**src/rtl/gobou_pkg.sv**
```systemverilog
// rtl/gobou_pkg.sv - shared control bundle, state encoding and default widths for gobou_ctrl_wb
package gobou_pkg;

   localparam int DEF_DWIDTH = 16;
   localparam int DEF_AWIDTH = 12;
   localparam int DEF_LWIDTH = 10;

   typedef struct packed {
      logic start;
      logic valid;
      logic stop;
   } ctrl_reg;

   typedef enum logic [1:0] {
      S_IDLE  = 2'd0,
      S_WRITE = 2'd1,
      S_DONE  = 2'd2
   } state_t;

endpackage

```
**src/rtl/gobou_ctrl_wb.sv**
```systemverilog
// rtl/gobou_ctrl_wb.sv - write-back controller streaming ReLU words into output memory
// Optional macro GOBOU_WB_OVERRUN_EN adds a sticky overrun flag that drops words past out_size.
module gobou_ctrl_wb
   import gobou_pkg::*;
#(
   parameter int DWIDTH = DEF_DWIDTH,
   parameter int AWIDTH = DEF_AWIDTH,
   parameter int LWIDTH = DEF_LWIDTH
) (
   input  logic                     clk,
   input  logic                     xrst,
   input  ctrl_reg                  in_ctrl,
   input  logic signed [DWIDTH-1:0] in_data,
   input  logic [AWIDTH-1:0]        out_base,
   input  logic [LWIDTH-1:0]        out_size,
   output logic                     mem_we,
   output logic [AWIDTH-1:0]        mem_addr,
   output logic signed [DWIDTH-1:0] mem_wdata,
`ifdef GOBOU_WB_OVERRUN_EN
   output logic                     overrun,
`endif
   output logic                     busy,
   output logic                     done
);

   state_t            state;
   state_t            next_state;
   logic [AWIDTH-1:0] base;
   logic [LWIDTH-1:0] size;
   logic [LWIDTH-1:0] count;
   logic              accept;
   logic              write_ok;
   logic              take_start;

   assign accept     = (state == S_WRITE) && in_ctrl.valid;
   assign take_start = (state == S_IDLE) && in_ctrl.start;

`ifdef GOBOU_WB_OVERRUN_EN
   logic ovf_hit;
   assign ovf_hit  = accept && (count == size);
   assign write_ok = accept && !ovf_hit;
`else
   // size is still latched so the register map matches the overrun build
   logic size_unused;
   assign size_unused = ^size;
   assign write_ok    = accept;
`endif

   always_ff @(posedge clk) begin
      if (!xrst) begin
         state <= S_IDLE;
      end else begin
         state <= next_state;
      end
   end

   always_comb begin
      next_state = state;
      case (state)
         S_IDLE:  if (in_ctrl.start) next_state = S_WRITE;
         S_WRITE: if (in_ctrl.stop)  next_state = S_DONE;
         S_DONE:  next_state = S_IDLE;
         default: next_state = S_IDLE;
      endcase
   end

   always_comb begin
      busy = (state != S_IDLE);
      done = (state == S_DONE);
   end

   always_ff @(posedge clk) begin
      if (!xrst) begin
         base      <= '0;
         size      <= '0;
         count     <= '0;
         mem_we    <= 1'b0;
         mem_addr  <= '0;
         mem_wdata <= '0;
      end else begin
         mem_we <= write_ok;
         if (take_start) begin
            base  <= out_base;
            size  <= out_size;
            count <= '0;
         end
         if (write_ok) begin
            mem_addr  <= base + AWIDTH'(count);
            mem_wdata <= in_data;
            if (count != '1) count <= count + 1'b1;
         end
      end
   end

`ifdef GOBOU_WB_OVERRUN_EN
   always_ff @(posedge clk) begin
      if (!xrst) begin
         overrun <= 1'b0;
      end else if (take_start) begin
         overrun <= 1'b0;
      end else if (ovf_hit) begin
         overrun <= 1'b1;
      end
   end
`endif

endmodule

```
**config.mk**
```make
export PLATFORM = sky130hd
export DESIGN_NAME = gobou_ctrl_wb
export DESIGN_NICKNAME = d
export VERILOG_FILES = /design/src/rtl/gobou_pkg.sv /design/src/rtl/gobou_ctrl_wb.sv
export SDC_FILE = /design/constraint.sdc
export NUM_CORES = 1
export LEC_CHECK = 0
export ABC_AREA = 1
export CAP_MARGIN = 20
export CORE_AREA = 3 3 82 84
export DETAILED_ROUTE_END_ITERATION = 16
export DIE_AREA = 0 0 85 87
export GPL_TIMING_DRIVEN = 0
export PLACE_DENSITY_LB_ADDON = 0.12
export SYNTH_ARGS = -nofsm -noshare
export SYNTH_HDL_FRONTEND = slang
export SYNTH_SLANG_ARGS = --single-unit
```
**constraint.sdc**
```tcl
create_clock -name clk -period 4.75 [get_ports clk]
set_input_delay 0.7125 -clock clk [delete_from_list [all_inputs] [get_ports clk]]
set_output_delay 0.7125 -clock clk [all_outputs]
set_load 0.02 [all_outputs]
```
; Word-level counts from Yosys, hierarchy flattened
; Index checks and enable logic that the tools add are counted.
[classes]
n_reduce_logical = 5
mux = 6
add_sub_neg = 2
n_eq_ne = 5
[ops]
columns = cell, count
row1 = 10-bit two-way mux, 3
row2 = 12-bit by 10-bit adder with 12-bit output, 1
row3 = 10-bit by 1-bit adder with 10-bit output (second input constant), 1
row4 = 10-bit inequality test (second input constant), 1
row5 = 2-bit two-way mux, 2
row6 = 2-bit inequality test (second input constant), 2
row7 = 2-bit case mux with 2 select lines, 1
row8 = 2-bit by 1-bit == test with 1-bit output (second input constant), 1
row9 = 2-bit == test (second input constant), 1
row10 = 1-bit logical AND, 2
row11 = 2-bit zero test, 1
row12 = 2-bit AND reduction, 1
row13 = 2-bit nonzero test, 1
[totals]
elab_cells = 24
regBits = 53
out_inout_bits = 31
input_bits = 43

; Depth between registers and ports, before layout
[depth]
ltp_word = 5
mapped_depth = 11
depth_no_buf = 11

; Least setup slack after synthesis
; OpenSTA, ideal clock, no wires.
[synth_timing]
path_kind = flip-flop to flip-flop
startpoint = reg count[0]
endpoint = reg mem_addr[8]
stages_incl_launch_ff = 11
setup_time_ns = 0.109
required_time_ns = 4.641
synth_period_minus_slack_ns = 1.582
arrival_time_ns = 1.473
setup_slack_ns = 3.168
path_buffers = 0
path_cell_list = dfxtp_1 ha_1 fa_1 nand3_1 nand3_1 nand4_1 nand2_1 nand2_1 nand3_1 nand2_1 inv_1
[synth_via]
elab_chain_cells = 1
[synth_rtl]
columns = item, line
row1 = start: declaration, gobou_ctrl_wb.sv:30  ; logic [LWIDTH-1:0] count;
row2 = start signal: assignment, gobou_ctrl_wb.sv:90  ; if (count != '1) count <= count + 1'b1;
row3 = 12-bit by 10-bit adder with 12-bit output, gobou_ctrl_wb.sv:88  ; mem_addr <= base + AWIDTH'(count);
row4 = end signal: assignment, gobou_ctrl_wb.sv:88
row5 = end: declaration, gobou_ctrl_wb.sv:17  ; output logic [AWIDTH-1:0] mem_addr,
; Every way passes these cells.
; A chain may end at the register's enable or synchronous reset.

; Worst setup path after layout
[layout_timing]
startpoint = reg state[0]
endpoint = out busy
[layout_via]
elab_chain_cells = 1
[layout_rtl]
columns = item, line
row1 = start: declaration, gobou_ctrl_wb.sv:26  ; state_t state;
row2 = start signal: assignment, gobou_ctrl_wb.sv:53  ; state <= next_state;
row3 = 2-bit nonzero test, gobou_ctrl_wb.sv:68  ; busy = (state != S_IDLE);
row4 = end: declaration, gobou_ctrl_wb.sv:22  ; output logic busy,
; Every way passes these cells.

==> run metrics <==
clock transition at the registers of the reported paths 110 ps; met1 GRT Util 0.232; CTS tree done; H-tree depth 2; Root Buffer clkbuf_8; Distinct cells, synth 26; HPWL Detailed 5190 µm; Sink Count 53; Worst Skew 5.91 ps; fmax 475 MHz; CTS Buf Count 5; Crit path required time 4040 ps; via count 2616; Synth Area in Adders 0.0590; Routability Congestion 0.846; initial antenna violation count 0; simple-gate area share of the yosys netlist 0.298; Seq/Total Area, Yosys 0.397; CP Max Fanout 3; crit-path cells inv_1, nand2_1, clkdlybuf4s50_1; post-synth top area share 0.397; area delta synth->final 30.2%; Rows 28; Power, Total 0.000934 W; worst hold path class reg -> reg; largest net degree at the start of global routing 19; Global Route Usage Sum 0.183; slew at the pin closest to its max-slew limit 557 ps; Setup crit start kind register; First-pass DRT Iterations 4; core outline area 5990 µm²; cell taking the most area after synthesis dfxtp_1; Mapped Area 2670 µm²; DRT iter0 DRCs 115; main combinational cell family by area after synthesis simple AND/OR/NAND/NOR gates; clock latency on the worst-skew pair 310 ps; Initial Utilization 0.446; relative slew slack 0.629; Vias/cell 4.86; CTS Hold Bufs 0; Post-CTS Setup Bufs 0; Avg Synthesized Cell Area 6.80 µm²; Longest Clk Path Bufs 2; I/O Pins 74; diode count 0; synth top area cells dfxtp_1, nor2_1, nand2_1; RSZ-0062 raised after global routing false; die area 7400 µm²; setup TNS 0 ps; die width 85 µm; Post-Synth XOR/XNOR Area 0.0131; Pleak 1.59 nW; global-route wire length before repair 11000 µm; PwrDens 268 nW/µm²; vias in the first global route 2492; Total Nets Final 517; grt peak-use layer met2; IO buf count 62; Placement Setup Slack 2540 ps; final worst slack 2640 ps; DRC errors left 0; total wire length 6710 µm; peak supply drop 0.000186 V; post-synthesis mux area share 0; max-cap viol count 0; Slew Viols, Final 0; critical path's slowest cell clkdlybuf4s50_1; Syn Nets 448; routed len/inst 12.5 µm; Resize count post-CTS 0; crit path DAT 1390 ps; status complete, no violations; max incr delay on CP 600 ps; dpl cells 530; share of cells above drive strength 1 0.0454; met3 track demand over resource 0.0350; final number of setup-violating endpoints 0; grt ovf 0; Yosys reg bits 53; CP endpoint kind output port; worst setup path class reg -> out; Synth Instances 393; met2 global-route usage 0.319; Die Ht 87 µm; crit path time final 2110 ps; non-filler instance count after layout 538; Post-DRT Antenna Nets 0; fillers 587; Synthesis Warnings 0; period utilisation layout 0.444; complex-gate fraction of the synthesized area 0.144; Hold Fails Final Rpt 0
-- sequential cells by signal (all words and copies together) (netlist names) --
name	cells
mem_wdata	16
mem_we	1
count	10
mem_addr	12
state	2
base	12
-- per-stage QoR --
step,cell area (µm²),hold WS [ps],util
CTS,3480,476,0.581
detailed placement,3390,461,0.566
global placement,3390,454,0.566
finish,3480,475,0.581
floorplan,2670,444,-
global route,3480,508,0.581
-- routing by layer --
metal  up-vias  part of all wire
met4         0            0.0098
met2        49              0.48
met3         7             0.035
met1      1178              0.47
li1       1382                 -
met5         -                 0
-- power by group --
group	internal, W	switching, W	leakage (nW)
clock	0.000107	0.000163	0.0447
sequential	0.000470	0.0000153	0.433
combinational	0.0000835	0.0000951	1.12
total	0.000660	0.000273	1.59
-- logic make-up (layout without fill, tap and decap cells) --
kind of cell | Yosys count | after routing
simple gates | 194 | 194
compound gates | 70 | 70
buf+inv | 60 | 130
flops | 53 | 53
fa+ha+maj | 12 | 12
xor+xnor | 4 | 4
-- worst max-delay path, delay by kind of cell, from the launching register on --
family	cells	cell delay [ps]
buffers and inverters	2	660
DFF	1	370
and+or+nand+nor	1	60
-- synth_stat cells, drive strengths merged --
library cell and number:
inv 45, nand3b 2, o211ai 1, nand4 6, o21a 8, nand3 21
a21boi 1, nor2 85, nor3 1, dfxtp 53, buf 7, xnor2 1
clkbuf 8, fa 1, o21bai 2, a21oi 12, o21ai 45, ha 11
xor2 3, nand2 79, a31o 1
-- final cells by class --
cell class	instances	area, µm²	area share
clock buffer	5	68.8	0.0198
inverter	45	169	0.0485
multi-input combinational	280	1370	0.394
tap	75	93.8	0.0269
sequential	53	1060	0.305
timing repair buffer	62	621	0.178
buffer	15	71.3	0.0205
clock inverter	3	25.0	0.00719
-- path summary, 6_finish.rpt --
check                           slack [ps]                     start                       end  cells after the start
worst max-delay path                  2640     state[0]$_SDFFE_PN0P_                      busy                      3
worst min register to register         480  mem_addr[2]$_SDFFE_PN0P_  mem_addr[2]$_SDFFE_PN0P_                      2
worst max register to register        2910       count[0]$_SDFF_PN0_  mem_addr[8]$_SDFFE_PN0P_                     10
worst min-delay path                   480  mem_addr[2]$_SDFFE_PN0P_  mem_addr[2]$_SDFFE_PN0P_                      2
-- cells in the final DEF, fill, tap and decap left out, types with 2 or more instances in the layout --
cell type        netlist  layout
nor2_1                84      84
nand2_1               77      77
clkdlybuf4s50_1        0      62
dfxtp_1               53      53
inv_1                 44      44
o21ai_0               44      44
nand3_1               21      21
a21oi_1               12      12
ha_1                  11      11
clkbuf_1               8       8
o21a_1                 8       8
buf_2                  6       6
nand4_1                6       6
clkbuf_8               0       5
xor2_1                 3       3
nand2_2                2       2
nand3b_1               2       2
o21bai_1               2       2
No activity file was read; power rests on OpenSTA's default activity.
